<file path="src/rtl/pwm_reg_pkg.sv">
// pwm_reg_pkg: register map, response codes and byte-strobe merge shared by the PWM peripheral
package pwm_reg_pkg;
  localparam logic [7:0] REG_CTRL   = 8'h00;
  localparam logic [7:0] REG_PERIOD = 8'h04;
  localparam logic [7:0] REG_DUTY   = 8'h08;
  localparam logic [7:0] REG_COUNT  = 8'h0C;
  localparam logic [7:0] REG_ID     = 8'h10;
  localparam logic [1:0] RESP_OKAY   = 2'b00;
  localparam logic [1:0] RESP_SLVERR = 2'b10;
  localparam int CTRL_EN_BIT = 0;
  function automatic logic [31:0] apply_strb(input logic [31:0] old, input logic [31:0] data, input logic [3:0] strb);
    logic [31:0] r;
    for (int i = 0; i < 4; i++) r[8*i+:8] = strb[i] ? data[8*i+:8] : old[8*i+:8];
    return r;
  endfunction
endpackage

</file>
<file path="src/rtl/pwm_core.sv">
// pwm_core: period counter with shadowed period/duty and registered compare output
module pwm_core #(
  parameter logic [31:0] RESET_PERIOD = 32'd1000,
  parameter logic [31:0] RESET_DUTY   = 32'd500
) (
  input  logic        clk,
  input  logic        rst,
  input  logic        enable,
  input  logic [31:0] period,
  input  logic [31:0] duty,
  output logic        pwm_out,
  output logic [31:0] count
);
  logic [31:0] count_q, count_d, shadow_period_q, shadow_period_d, shadow_duty_q, shadow_duty_d;
  logic        pwm_q, pwm_d, wrap;
  // a zero period or a disabled core behaves as a permanent wrap so shadows keep tracking the registers
  always_comb begin
    wrap            = !enable || shadow_period_q == '0 || count_q == shadow_period_q - 32'd1;
    shadow_period_d = wrap ? period : shadow_period_q;
    shadow_duty_d   = wrap ? duty : shadow_duty_q;
    count_d         = wrap ? '0 : count_q + 32'd1;
    pwm_d           = enable && shadow_period_q != '0 && count_q < shadow_duty_q;
  end
  // state registers
  always_ff @(posedge clk) begin
    if (rst) begin
      count_q         <= '0;
      shadow_period_q <= RESET_PERIOD;
      shadow_duty_q   <= RESET_DUTY;
      pwm_q           <= 1'b0;
    end else begin
      count_q         <= count_d;
      shadow_period_q <= shadow_period_d;
      shadow_duty_q   <= shadow_duty_d;
      pwm_q           <= pwm_d;
    end
  end
  assign pwm_out = pwm_q;
  assign count   = count_q;
endmodule

</file>
<file path="src/rtl/pwm_reg.sv">
// pwm_reg: AXI-lite register block driving one PWM output
module pwm_reg
  import pwm_reg_pkg::*;
#(
  parameter logic [31:0] RESET_PERIOD = 32'd1000,
  parameter logic [31:0] RESET_DUTY   = 32'd500,
  parameter logic [31:0] ID_VALUE     = 32'h5057_4d31
) (
  input  logic        clk,
  input  logic        rst,
  output logic        pwm_out,
  input  logic [7:0]  s_axil_awaddr,
  input  logic        s_axil_awvalid,
  output logic        s_axil_awready,
  input  logic [31:0] s_axil_wdata,
  input  logic [3:0]  s_axil_wstrb,
  input  logic        s_axil_wvalid,
  output logic        s_axil_wready,
  output logic [1:0]  s_axil_bresp,
  output logic        s_axil_bvalid,
  input  logic        s_axil_bready,
  input  logic [7:0]  s_axil_araddr,
  input  logic        s_axil_arvalid,
  output logic        s_axil_arready,
  output logic [31:0] s_axil_rdata,
  output logic [1:0]  s_axil_rresp,
  output logic        s_axil_rvalid,
  input  logic        s_axil_rready
);
  logic        en_q, en_d, bvalid_q, bvalid_d, rvalid_q, rvalid_d;
  logic [31:0] period_q, period_d, duty_q, duty_d, rdata_q, rdata_d, rd_word, count;
  logic [1:0]  bresp_q, bresp_d, rresp_q, rresp_d;
  logic [7:0]  wa, ra;
  logic        wr_acc, rd_acc, wr_ok, rd_ok;
  // address decode, register updates and response capture
  always_comb begin
    wa       = s_axil_awaddr & 8'hFC;
    ra       = s_axil_araddr & 8'hFC;
    wr_acc   = s_axil_awvalid && s_axil_wvalid && !bvalid_q;
    rd_acc   = s_axil_arvalid && !rvalid_q;
    wr_ok    = wa == REG_CTRL || wa == REG_PERIOD || wa == REG_DUTY;
    rd_ok    = wr_ok_r(ra);
    en_d     = (wr_acc && wa == REG_CTRL && s_axil_wstrb[CTRL_EN_BIT/8]) ? s_axil_wdata[CTRL_EN_BIT] : en_q;
    period_d = (wr_acc && wa == REG_PERIOD) ? apply_strb(period_q, s_axil_wdata, s_axil_wstrb) : period_q;
    duty_d   = (wr_acc && wa == REG_DUTY) ? apply_strb(duty_q, s_axil_wdata, s_axil_wstrb) : duty_q;
    bvalid_d = wr_acc || (bvalid_q && !s_axil_bready);
    bresp_d  = wr_acc ? (wr_ok ? RESP_OKAY : RESP_SLVERR) : bresp_q;
    rd_word  = ra == REG_CTRL   ? 32'(en_q) << CTRL_EN_BIT :
               ra == REG_PERIOD ? period_q :
               ra == REG_DUTY   ? duty_q :
               ra == REG_COUNT  ? count :
               ra == REG_ID     ? ID_VALUE : '0;
    rdata_d  = rd_acc ? rd_word : rdata_q;
    rresp_d  = rd_acc ? (rd_ok ? RESP_OKAY : RESP_SLVERR) : rresp_q;
    rvalid_d = rd_acc || (rvalid_q && !s_axil_rready);
  end
  function automatic logic wr_ok_r(input logic [7:0] a);
    return a == REG_CTRL || a == REG_PERIOD || a == REG_DUTY || a == REG_COUNT || a == REG_ID;
  endfunction
  // state registers
  always_ff @(posedge clk) begin
    if (rst) begin
      en_q     <= 1'b0;
      period_q <= RESET_PERIOD;
      duty_q   <= RESET_DUTY;
      bvalid_q <= 1'b0;
      bresp_q  <= RESP_OKAY;
      rvalid_q <= 1'b0;
      rresp_q  <= RESP_OKAY;
      rdata_q  <= '0;
    end else begin
      en_q     <= en_d;
      period_q <= period_d;
      duty_q   <= duty_d;
      bvalid_q <= bvalid_d;
      bresp_q  <= bresp_d;
      rvalid_q <= rvalid_d;
      rresp_q  <= rresp_d;
      rdata_q  <= rdata_d;
    end
  end
  pwm_core #(.RESET_PERIOD(RESET_PERIOD), .RESET_DUTY(RESET_DUTY)) u_core (
    .clk(clk), .rst(rst), .enable(en_q), .period(period_q), .duty(duty_q),
    .pwm_out(pwm_out), .count(count)
  );
  assign s_axil_awready = wr_acc;
  assign s_axil_wready  = wr_acc;
  assign s_axil_bvalid  = bvalid_q;
  assign s_axil_bresp   = bresp_q;
  assign s_axil_arready = !rvalid_q;
  assign s_axil_rvalid  = rvalid_q;
  assign s_axil_rresp   = rresp_q;
  assign s_axil_rdata   = rdata_q;
endmodule

</file>
<file path="config.mk">
export PLATFORM = sky130hd
export DESIGN_NAME = pwm_reg
export DESIGN_NICKNAME = d
export VERILOG_FILES = /design/src/rtl/pwm_reg_pkg.sv /design/src/rtl/pwm_core.sv /design/src/rtl/pwm_reg.sv
export SDC_FILE = /design/constraint.sdc
export NUM_CORES = 1
export LEC_CHECK = 0
export ABC_AREA = 0
export BUFFER_PORTS_ARGS = -buffer_cell sky130_fd_sc_hd__clkbuf_2
export CAP_MARGIN = 5
export CORE_ASPECT_RATIO = 0.75
export CORE_MARGIN = 1
export CORE_UTILIZATION = 27
export DETAILED_ROUTE_END_ITERATION = 10
export HOLD_SLACK_MARGIN = 0.03
export PLACE_DENSITY_LB_ADDON = 0.08
export SYNTH_ARGS = -nofsm -noshare
export SYNTH_HDL_FRONTEND = slang
export SYNTH_SLANG_ARGS = --single-unit
</file>
<file path="constraint.sdc">
create_clock -name clk -period 6.15 [get_ports clk]
set_input_delay 0.3075 -clock clk [delete_from_list [all_inputs] [get_ports clk]]
set_output_delay 0.3075 -clock clk [all_outputs]
set_load 0.05 [all_outputs]
</file>
# Word-level counts from Yosys, hierarchy flattened
# Index checks and enable logic that the tools add are counted.
[classes] addsub=2 order_cmp=1 n_eq_ne=7 mux=7 n_reduce_logical=39
[op_table] operator="32-bit two-way mux" n=4
[op_table] operator="32-bit by 1-bit adder with 32-bit output (second input constant)" n=1
[op_table] operator="32-bit == test" n=1
[op_table] operator="32-bit zero test" n=1
[op_table] operator="32-bit < comparator" n=1
[op_table] operator="32-bit nonzero test" n=1
[op_table] operator="32-bit by 1-bit subtractor with 32-bit output (second input constant)" n=1
[op_table] operator="31-bit two-way mux" n=1
[op_table] operator="6-bit by 2-bit == test with 1-bit output (second input constant)" n=3
[op_table] operator="8-bit zero test" n=2
[op_table] operator="2-bit AND reduction" n=8
[op_table] operator="6-bit by 1-bit == test with 1-bit output (second input constant)" n=2
[op_table] operator="1-bit logical AND" n=11
[op_table] operator="1-bit logical OR" n=10
[op_table] operator="6-bit by 3-bit == test with 1-bit output (second input constant)" n=1
[op_table] operator="1-bit zero test" n=5
[op_table] operator="2-bit two-way mux" n=2
[op_table] operator="2-bit OR reduction" n=1
[word_totals] reg_bits=200 inputBits=59 out_inout_bits=42 wordCells=74

# Longest topological paths before layout
# Gate-level depths: netlist of the first run.
[depth] depth_word=6 ltp_mapped=12

# Modules after synthesis
# A second synthesis of the first run with hierarchy kept.
[hier_totals] cells_unflattened=1218 area_unflattened_um2=10580.1
[modules_own_cells] module="pwm_core" instances=1 cells_per_inst=734 area_each_um2=6157.2
[modules_own_cells] module="pwm_reg" instances=1 cells_per_inst=484 area_each_um2=4423.0

# Worst setup path before layout of the first run
# No wires, ideal clock.
[synth_path] kind="register to register" start="register u_core.shadow_period_q[0]" end="register u_core.shadow_duty_q[11]" setup_time_ps=130 t_arrival_ps=3266 required_ps=6020 path_slack_ps=2755 stages_incl_launch_ff=13 period_less_slack_ps=3395 path_cell_list="dfxtp_1 inv_1 ha_1 nor3b_2 nand4b_1 nor3_1 mux2_2 a2111oi_0 nand4_1 a2111oi_4 buf_2 buf_2 o41ai_1"
[synth_via] elab_chain_len=3 word_cells_on_any_way=5
[synth_rtl] item="start, declared" line="pwm_core.sv:14" text="logic [31:0] count_q, count_d, shadow_period_q, shadow_period_d, shadow_duty_q, shadow_duty_d;"
[synth_rtl] item="start signal, assigned" line="pwm_core.sv:33" text="shadow_period_q <= shadow_period_d;"
[synth_rtl] item="32-bit by 1-bit subtractor with 32-bit output or 32-bit zero test (tied branches)" line="pwm_core.sv:18" text="wrap = !enable || shadow_period_q == '0 || count_q == shadow_period_q - 32'd1;"
[synth_rtl] item="32-bit == test or 1-bit logical OR (tied branches)" line="pwm_core.sv:18"
[synth_rtl] item="1-bit logical OR *" line="pwm_core.sv:18"
[synth_rtl] item="end signal, assigned" line="pwm_core.sv:34" text="shadow_duty_q <= shadow_duty_d;"
[synth_rtl] item="end, declared" line="pwm_core.sv:14"
# Mark *: on every way between the ends. The rest lies on a longest branch, timed or not.
# A chain may end at the register's enable or synchronous reset.

# Worst setup path after layout of the first run
[layout_path] start="register u_core.shadow_period_q[0]" end="register u_core.count_q[7] (netlist: u_core.count[7])"
[layout_via] elab_chain_len=4 word_cells_on_any_way=6
[layout_rtl] item="32-bit by 1-bit subtractor with 32-bit output or 32-bit zero test (tied branches)" line="pwm_core.sv:18"
[layout_rtl] item="32-bit == test or 1-bit logical OR (tied branches)" line="pwm_core.sv:18"
[layout_rtl] item="1-bit logical OR *" line="pwm_core.sv:18"
[layout_rtl] item="2-bit OR reduction (no source line) *"
[layout_rtl] item="end signal, assigned" line="pwm_core.sv:32" text="count_q <= count_d;"
[layout_rtl] item="end, declared" line="pwm_core.sv:14"
# Marks and branches as above.

==> results.json, run 1 <==
{
  "status": "complete, no violations",
  "layout-drive-gt1-share_pct": 13.3,
  "max_freq_ghz": 0.229,
  "min_period_over_period_pct": 71.0,
  "cts_resized": 0,
  "antenna_found_initial": 0,
  "finalHoldViolations": 0,
  "start_util_pct": 27.6,
  "p_clk_share_pct": 43.6,
  "clock_path_buffers": 2,
  "netSwitchingFraction_pct": 26.9,
  "cts_buffers": 17,
  "path_delay_family": "simple AND/OR/NAND/NOR gates",
  "yosys-top-cells-area": "dfxtp_1, mux2i_1, nor2_1",
  "routed_wl_mm": 33.1,
  "cts_tree": "yes",
  "track_usage_pct": 17.5,
  "ant_nets": 0,
  "regArea_mm2": 0.00396,
  "die_w_um": 228,
  "fp.dieH_um": 171,
  "drtPass1Iterations": 5,
  "fin_nets": 1375,
  "peakVddDrop_mv": 0.179,
  "clk_pin_slew_ns": 0.09,
  "cts-root-buf": "clkbuf_16",
  "fin_skew_ns": 0.0223,
  "crit_arrival_ns": 4.69,
  "crit_type": "register to register",
  "synth_cell_types": 57,
  "fin_crit_ns": 4.37,
  "synth_ff_type": "dfxtp_1",
  "place_congestion": 0.793,
  "fin_tns_setup_ns": 0,
  "core_mm2": 0.0373,
  "num_vias": 8653,
  "maxCapViolCount": 0,
  "crit_chain": "inv_1, ha_1, nor3b_2, nand4b_1, nor3_1, mux2_2, a2111oi_0, nand4_1, a2111oi_4, buf_4, nand2b_1, buf_4, nor2_1",
  "grt_max_degree": 135,
  "synth.most_common_cell": "dfxtp_1",
  "combPwrFrac_pct": 6.3,
  "multi_input_area_mm2": 0.00586,
  "avgViaCountPerCell": 4.81,
  "postCtsSetupBuffers": 0,
  "row_count": 61,
  "critical-path-max-stage-delay_ns": 0.48,
  "crit_buf_inv": 3,
  "clkSinkCount": 198,
  "relSlewSlack_pct": 31.2,
  "end_kind": "register",
  "avgSynthCellArea_um2": 8.32,
  "placed_cell_area_mm2": 0.0112,
  "pwr-share-seq_pct": 50.1,
  "crit_fanout": 32,
  "worst_setup_path_start_kind": "register",
  "regToRegSetupSlack_ns": 1.78,
  "die-area_mm2": 0.0389,
  "setup_viol": 0,
  "area_growth_pct": 14.4,
  "synth_edf_count": 0,
  "synth_top_area_share_pct": 38.5,
  "rsz0062_at_grt": "no",
  "h-tree-depth": 4,
  "diodes": 0,
  "grt_pass1_wl_mm": 51.3,
  "num-fill-cells": 4018,
  "holdCritPathClass": "input port to register",
  "path_common_cell": "buf_4",
  "drv_slew": 0,
  "synth-seq-area-share_pct": 38.5,
  "power.internal_uw": 1890,
  "required_ns": 6.47,
  "wire_per_inst_um": 18.4,
  "synth_area_mm2": 0.0103,
  "drt_iter0_drc": 646,
  "final_cell_area_mm2": 0.0118,
  "grt_pass1_vias": 8189,
  "overflow": 0,
  "synth_common_cells": "dfxtp_1, nor2_1, nand2_1, a21oi_1, clkbuf_1",
  "yosysWarnings": 0,
  "pre_cts_ws_ns": 1.73,
  "synth_top_cell_by_area": "dfxtp_1",
  "power_density_mw_per_mm2": 219,
  "worst_pin_slew_ns": 1.03,
  "postSynth.asyncResetShare_pct": 0,
  "fin_ws_ns": 1.78,
  "ys_ff_latch": 198,
  "io_buffer_count": 94,
  "drc_errors": 0,
  "io_pins": 101,
  "synthCells": 1238,
  "crit_slowest_cell": "a2111oi_4",
  "p_sw_uw": 696,
  "p_leak_uw": 0.00437,
  "total_power_uw": 2580,
  "clkLatencyLatePin_ns": 0.46,
  "dp_hpwl_mm": 24.0
}
-- worst register-to-register path, stage by stage, from the launching register on --
cell and delay (ns):
dfxtp_1 0.36, inv_1 0.10, ha_1 0.18, nor3b_2 0.45, nand4b_1 0.45, nor3_1 0.32, mux2_2 0.38, a2111oi_0 0.45
nand4_1 0.23, a2111oi_4 0.48, buf_4 0.28, nand2b_1 0.13, buf_4 0.32, nor2_1 0.11
-- repair_timing --
item	4_1_cts	5_1_grt
hold endpoints to repair	1	0
hold buffers	1	0
setup endpoints to repair	0	0
-- flip-flops by register name, summed over array words and instances (netlist names) --
| signal | flops |
|---|---|
| duty_q | 32 |
| en_q | 1 |
| period_q | 32 |
| s_axil_bresp | 1 |
| s_axil_bvalid | 1 |
| s_axil_rdata | 32 |
| s_axil_rresp | 1 |
| s_axil_rvalid | 1 |
| u_core.count | 32 |
| u_core.pwm_out | 1 |
| u_core.shadow_duty_q | 32 |
| u_core.shadow_period_q | 32 |
-- area by class of cell --
type | count | area share, %
timing repair buffer | 109 | 5.13
multi-input combinational | 914 | 49.7
clock inverter | 12 | 0.966
sequential | 198 | 33.6
inverter | 43 | 1.37
tap | 504 | 5.35
clock buffer | 19 | 3.84
-- placed cells by master (no fill, tap or decap), drive strengths merged, types with 12 or more instances in the layout --
cell	synthesis	layout
a21oi	75	75
a22oi	18	18
and3	12	12
buf	15	15
clkbuf	69	112
dfxtp	198	198
ha	33	33
inv	43	48
mux2	20	20
mux2i	62	62
nand2	96	96
nand2b	52	52
nand3	50	50
nand4	13	13
nor2	163	163
nor2b	32	32
nor3	14	14
nor4	12	12
o2111ai	14	14
o21ai	65	65
o41ai	32	32
xnor2	43	43
xor2	28	28
-- kinds of logic after synthesis --
family          synth area share (%)
flops                           38.5
other cells                   0.0364
buf+inv                         5.03
compound gates                  15.2
simple gates                    23.0
fa+ha+maj                       4.01
mux                             8.21
xor+xnor                        6.04
-- layer usage --
layer	GRT usage (%)	share of wire, %
met4	3.82	0.98
met1	28.5	58
met5	0	0
met3	2.76	3.4
met2	23.2	38
-- power by group through the flow --
stage / Combinational, uW / Clock (uW) / Sequential [uW]
global placement: 163 / 0 / 1330
finish: 162 / 1130 / 1300
global route: 175 / 1210 / 1300
CTS: 164 / 1160 / 1300
floorplan: 75.4 / 0 / 1350
detailed placement: 163 / 0 / 1330
-- per-stage QoR --
stage               instances  utilization (%)  hold slack [ns]
floorplan                1239                -            0.407
global placement         1767             30.0            0.462
detailed placement       1767             30.0            0.467
CTS                      1799             31.6           0.0698
global route             1799             31.6           0.0810
finish                   1799             31.6           0.0818
-- worst paths after layout --
kind / startpoint / endpoint / depth (start not counted)
worst max-delay path: u_core.shadow_period_q[0] / u_core.count[7] / 13
worst min-delay path: s_axil_wdata[4] / duty_q[4] / 3
worst max register to register: u_core.shadow_period_q[0] / u_core.count[7] / 13
worst min register to register: u_core.shadow_duty_q[30] / u_core.shadow_duty_q[30] / 2
Power figures use the tool's default switching activity.
==> inputs of run 2 (changes only) <==
clock period = 4.21 ns   (was 6.15 ns; I/O delays follow)
==> results.json, run 2 (same netlist as run 1, synthesis figures left out) <==
{
  "status": "complete, no violations",
  "end_kind": "register",
  "fp.dieH_um": 171,
  "ant_nets": 0,
  "regToRegStartpoint": "u_core.shadow_period_q[0]",
  "max_freq_ghz": 0.264,
  "peakVddDrop_mv": 0.272,
  "relSlewSlack_pct": 30.4,
  "rsz0062_at_grt": "no",
  "fin_nets": 1416,
  "wire_per_inst_um": 18.3,
  "place_congestion": 0.779,
  "layout-drive-gt1-share_pct": 13.8,
  "fin_ws_ns": 0.421,
  "ctsHoldBuffers": 27,
  "total_power_uw": 3810,
  "drt_iter0_drc": 580,
  "worstHoldStart": "s_axil_wdata[12]",
  "track_usage_pct": 17.7,
  "avgViaCountPerCell": 4.81,
  "fin_tns_setup_ns": 0,
  "cts_buffers": 17,
  "row_count": 61,
  "num-fill-cells": 4052,
  "routed_wl_mm": 33.6,
  "path_delay_family": "simple AND/OR/NAND/NOR gates",
  "required_ns": 4.55,
  "grt_pass1_wl_mm": 51.9,
  "maxCapViolCount": 0,
  "clkSinkCount": 198,
  "dp_hpwl_mm": 24.4,
  "worst_setup_path_start_kind": "register",
  "die_w_um": 228,
  "fin_crit_ns": 3.79,
  "crit_arrival_ns": 4.13,
  "cts_tree": "yes",
  "io_buffer_count": 94,
  "multi_input_area_mm2": 0.00586,
  "path_common_cell": "buf_4",
  "cts-root-buf": "clkbuf_16",
  "startpoint": "u_core.shadow_period_q[0]",
  "crit_fanout": 34,
  "power_density_mw_per_mm2": 313,
  "setup_viol": 0,
  "min_period_over_period_pct": 90.0,
  "drc_errors": 0,
  "crit_type": "register to register",
  "fin_skew_ns": 0.0193,
  "die-area_mm2": 0.0389,
  "postCtsSetupBuffers": 0,
  "clk_pin_slew_ns": 0.08,
  "crit_slowest_cell": "a2111oi_4",
  "grt_max_degree": 125,
  "crit_buf_inv": 3,
  "drv_slew": 0,
  "worst_pin_slew_ns": 1.04,
  "holdCritPathClass": "input port to register",
  "mostFrequentLayoutCells": "dfxtp_1, nor2_1, nand2_1",
  "overflow": 0,
  "p_leak_uw": 0.00454,
  "regArea_mm2": 0.00396,
  "clock_path_buffers": 2,
  "final_common_cell": "dfxtp_1",
  "antenna_found_initial": 1,
  "clkLatencyLatePin_ns": 0.45,
  "whs_ns": 0.0519,
  "start_util_pct": 27.6,
  "crit_chain": "inv_1, ha_1, nor3b_2, nand4b_1, buf_4, nor3_1, nor3b_1, xnor2_1, nand4_1, a2111oi_4, buf_4, o21ai_0, o41ai_1",
  "io_pins": 101,
  "area_growth_pct": 18.1,
  "core_mm2": 0.0373,
  "h-tree-depth": 4,
  "cts_resized": 0,
  "pre_cts_ws_ns": 0.444,
  "num_vias": 8854,
  "drtPass1Iterations": 5,
  "diodes": 0,
  "grt_pass1_vias": 8286,
  "critical-path-max-stage-delay_ns": 0.59,
  "finalHoldViolations": 0
}
-- run 2: final cells by class --
| cell class | count | area share, % |
|---|---|---|
| clock buffers | 21 | 3.70 |
| repair buffers | 150 | 8.13 |
| clock inverters | 11 | 0.956 |
| flip-flops and latches | 198 | 32.6 |
| multi-input cells | 914 | 48.1 |
| inverters | 43 | 1.33 |
| well taps | 504 | 5.18 |
-- run 2: power breakdown --
group / switching (uW) / internal, uW / total [uW] / leakage, uW
Combinational: 178 / 80.5 / 259 / 0.00268
Clock: 814 / 847 / 1660 / 0.000260
Sequential: 7.80 / 1880 / 1890 / 0.00160
-- run 2: tightest hold or removal path, stage by stage --
cell	delay (ns)
clkbuf_2	0.11
nand3_1	0.07
a21oi_1	0.05
-- run 2: worst paths after layout --
| kind | end | slack, ns | depth (start not counted) |
|---|---|---|---|
| max | u_core.shadow_duty_q[15] | 0.42 | 13 |
| min | period_q[12] | 0.05 | 3 |
| max reg2reg | u_core.shadow_duty_q[15] | 0.42 | 13 |
| min reg2reg | duty_q[1] | 0.47 | 2 |
-- run 2: metal layers --
metal  track usage, %  wire (um)
met2             23.6      12900
met4             3.36        233
met5                0          0
met1             28.8      19000
met3             2.68       1490
-- run 2: per-stage QoR --
step / cell area, um2 / util [%] / instances
2_1_floorplan: 10300 / - / 1239
3_3_place_gp: 11300 / 30.4 / 1782
3_5_place_dp: 11300 / 30.4 / 1782
4_1_cts: 12200 / 32.6 / 1841
5_1_grt: 12200 / 32.6 / 1841
6_report: 12200 / 32.6 / 1841
==> inputs of run 3 (changes only) <==
GPL_TIMING_DRIVEN = 0   (was default)
==> results.json, run 3 (same netlist as run 1, synthesis figures left out) <==
{
  "core_mm2": 0.0373,
  "grt_max_degree": 20,
  "start_util_pct": 27.6,
  "finalHoldViolations": 0,
  "relSlewSlack_pct": 34.9,
  "overflow": 0,
  "worst_pin_slew_ns": 0.968,
  "mostFrequentLayoutCells": "dfxtp_1, nor2_1, nand2_1",
  "clk_pin_slew_ns": 0.08,
  "hold_end": "period_q[13]",
  "place_congestion": 0.824,
  "die_w_um": 228,
  "maxCapViolCount": 0,
  "drc_errors": 0,
  "drt_iter0_drc": 465,
  "r2r-end": "u_core.shadow_period_q[29]",
  "dp_hpwl_mm": 29.4,
  "power_density_mw_per_mm2": 315,
  "crit_arrival_ns": 4.29,
  "setup_viol": 0,
  "p_leak_uw": 0.00459,
  "fin_crit_ns": 3.91,
  "die-area_mm2": 0.0389,
  "min_period_over_period_pct": 92.9,
  "worstHoldStart": "s_axil_wdata[13]",
  "critical-path-max-stage-delay_ns": 0.64,
  "fin_tns_setup_ns": 0,
  "final_util_pct": 33.1,
  "clock_path_buffers": 2,
  "grt_pass1_wl_mm": 56.2,
  "antenna_found_initial": 4,
  "min_path_cells": 3,
  "fin_skew_ns": 0.0142,
  "drv_slew": 0,
  "grt_pass1_vias": 8768,
  "layout-drive-gt1-share_pct": 12.3,
  "required_ns": 4.59,
  "track_usage_pct": 19.7,
  "row_count": 61,
  "path_common_cell": "buf_4",
  "clkSinkCount": 198,
  "diodes": 0,
  "r2r_cells": 14,
  "ant_nets": 0,
  "fin_nets": 1477,
  "h-tree-depth": 4,
  "end_kind": "register",
  "crit_slowest_cell": "or4b_2",
  "peakVddDrop_mv": 0.247,
  "crit_fanout": 10,
  "regToRegStartpoint": "u_core.shadow_period_q[0]",
  "wire_per_inst_um": 19.6,
  "placed_cell_area_mm2": 0.0114,
  "crit_type": "register to register",
  "max_freq_ghz": 0.256,
  "cts-root-buf": "clkbuf_16",
  "cts_tree": "yes",
  "fin_ws_ns": 0.300,
  "io_buffer_count": 90,
  "avgViaCountPerCell": 4.78,
  "rsz0062_at_grt": "no",
  "final_cell_area_mm2": 0.0124,
  "cts_buffers": 17,
  "drtPass1Iterations": 5,
  "holdCritPathClass": "input port to register",
  "clkLatencyLatePin_ns": 0.46,
  "io_pins": 101,
  "fp.dieH_um": 171,
  "crit_chain": "inv_1, ha_1, nor3b_4, nand4b_1, buf_4, or4b_2, o21ai_0, a2111oi_0, nand4_1, a2111oi_4, buf_4, nor2_2, buf_6, mux2i_1",
  "status": "complete, no violations",
  "regToRegSetupSlack_ns": 0.30,
  "worst_setup_path_start_kind": "register",
  "final_common_cell": "dfxtp_1",
  "num_vias": 9083,
  "routed_wl_mm": 37.3,
  "area_growth_pct": 20.0,
  "pre_cts_ws_ns": -0.189
}
run 3: changes by cell type in the layout (fill, tap and decap cells not counted), sizes merged:
cell	delta
clkinvlp	-5
dlygate4sd3	+4
inv	+4
clkinv	+3
buf	-9
clkbuf	+64
run 3: repair_timing:
action,4_1_cts,5_1_grt
setup endpoints to repair,89,91
hold endpoints to repair,54,0
buffers inserted,0,5
hold buffers,31,0
pin swaps,2,1
gates resized for setup,1,3
run 3: cell type report:
type / count / area (um2)
Buffer: 84 / 358
Clock buffer: 19 / 443
Clock inverter: 13 / 158
Fill cell: 3999 / 25000
Inverter: 43 / 161
Multi-Input combinational cell: 914 / 5850
Sequential cell: 198 / 3960
Tap cell: 504 / 631
Timing Repair Buffer: 127 / 803
run 3: routing by layer:
metal | global-route usage [%] | wire [um]
met1 | 30.8 | 20700
met2 | 28.2 | 15100
met3 | 3.28 | 1310
met4 | 3.01 | 234
met5 | 0 | 0
run 3: per-stage QoR:
step	power, uW	std cells	hold WS, ns
2_1_floorplan	2090	1239	0.310
3_3_place_gp	2200	1833	0.396
3_5_place_dp	2190	1834	0.397
4_1_cts	3940	1897	0.0318
5_1_grt	4030	1902	0.0371
6_report	3890	1902	0.0421
run 3: power by group:
| part | leakage [uW] | switching [uW] | internal [uW] | total [uW] |
|---|---|---|---|---|
| clock network | 0.000295 | 850 | 867 | 1720 |
| registers | 0.00160 | 9.18 | 1880 | 1890 |
| logic | 0.00270 | 192 | 87.1 | 279 |
run 3: worst max path at each step:
stage                              startpoint                    endpoint  slack, ns
floorplan           u_core.shadow_period_q[0]    u_core.shadow_duty_q[11]       0.81
global placement    u_core.shadow_period_q[0]            u_core.count[26]      -0.28
detailed placement  u_core.shadow_period_q[0]            u_core.count[26]      -0.19
CTS                 u_core.shadow_period_q[0]            u_core.count[26]       0.07
global route        u_core.shadow_period_q[0]    u_core.shadow_duty_q[24]       0.02
finish              u_core.shadow_period_q[0]  u_core.shadow_period_q[29]       0.30
run 3: critical path, delay by kind of cell, from the launching register on:
kind | cells | cell delay (ns)
compound gates | 3 | 0.29
fa+ha+maj | 1 | 0.21
buf+inv | 4 | 0.79
flops | 1 | 0.38
mux | 1 | 0.19
simple gates | 5 | 1.96
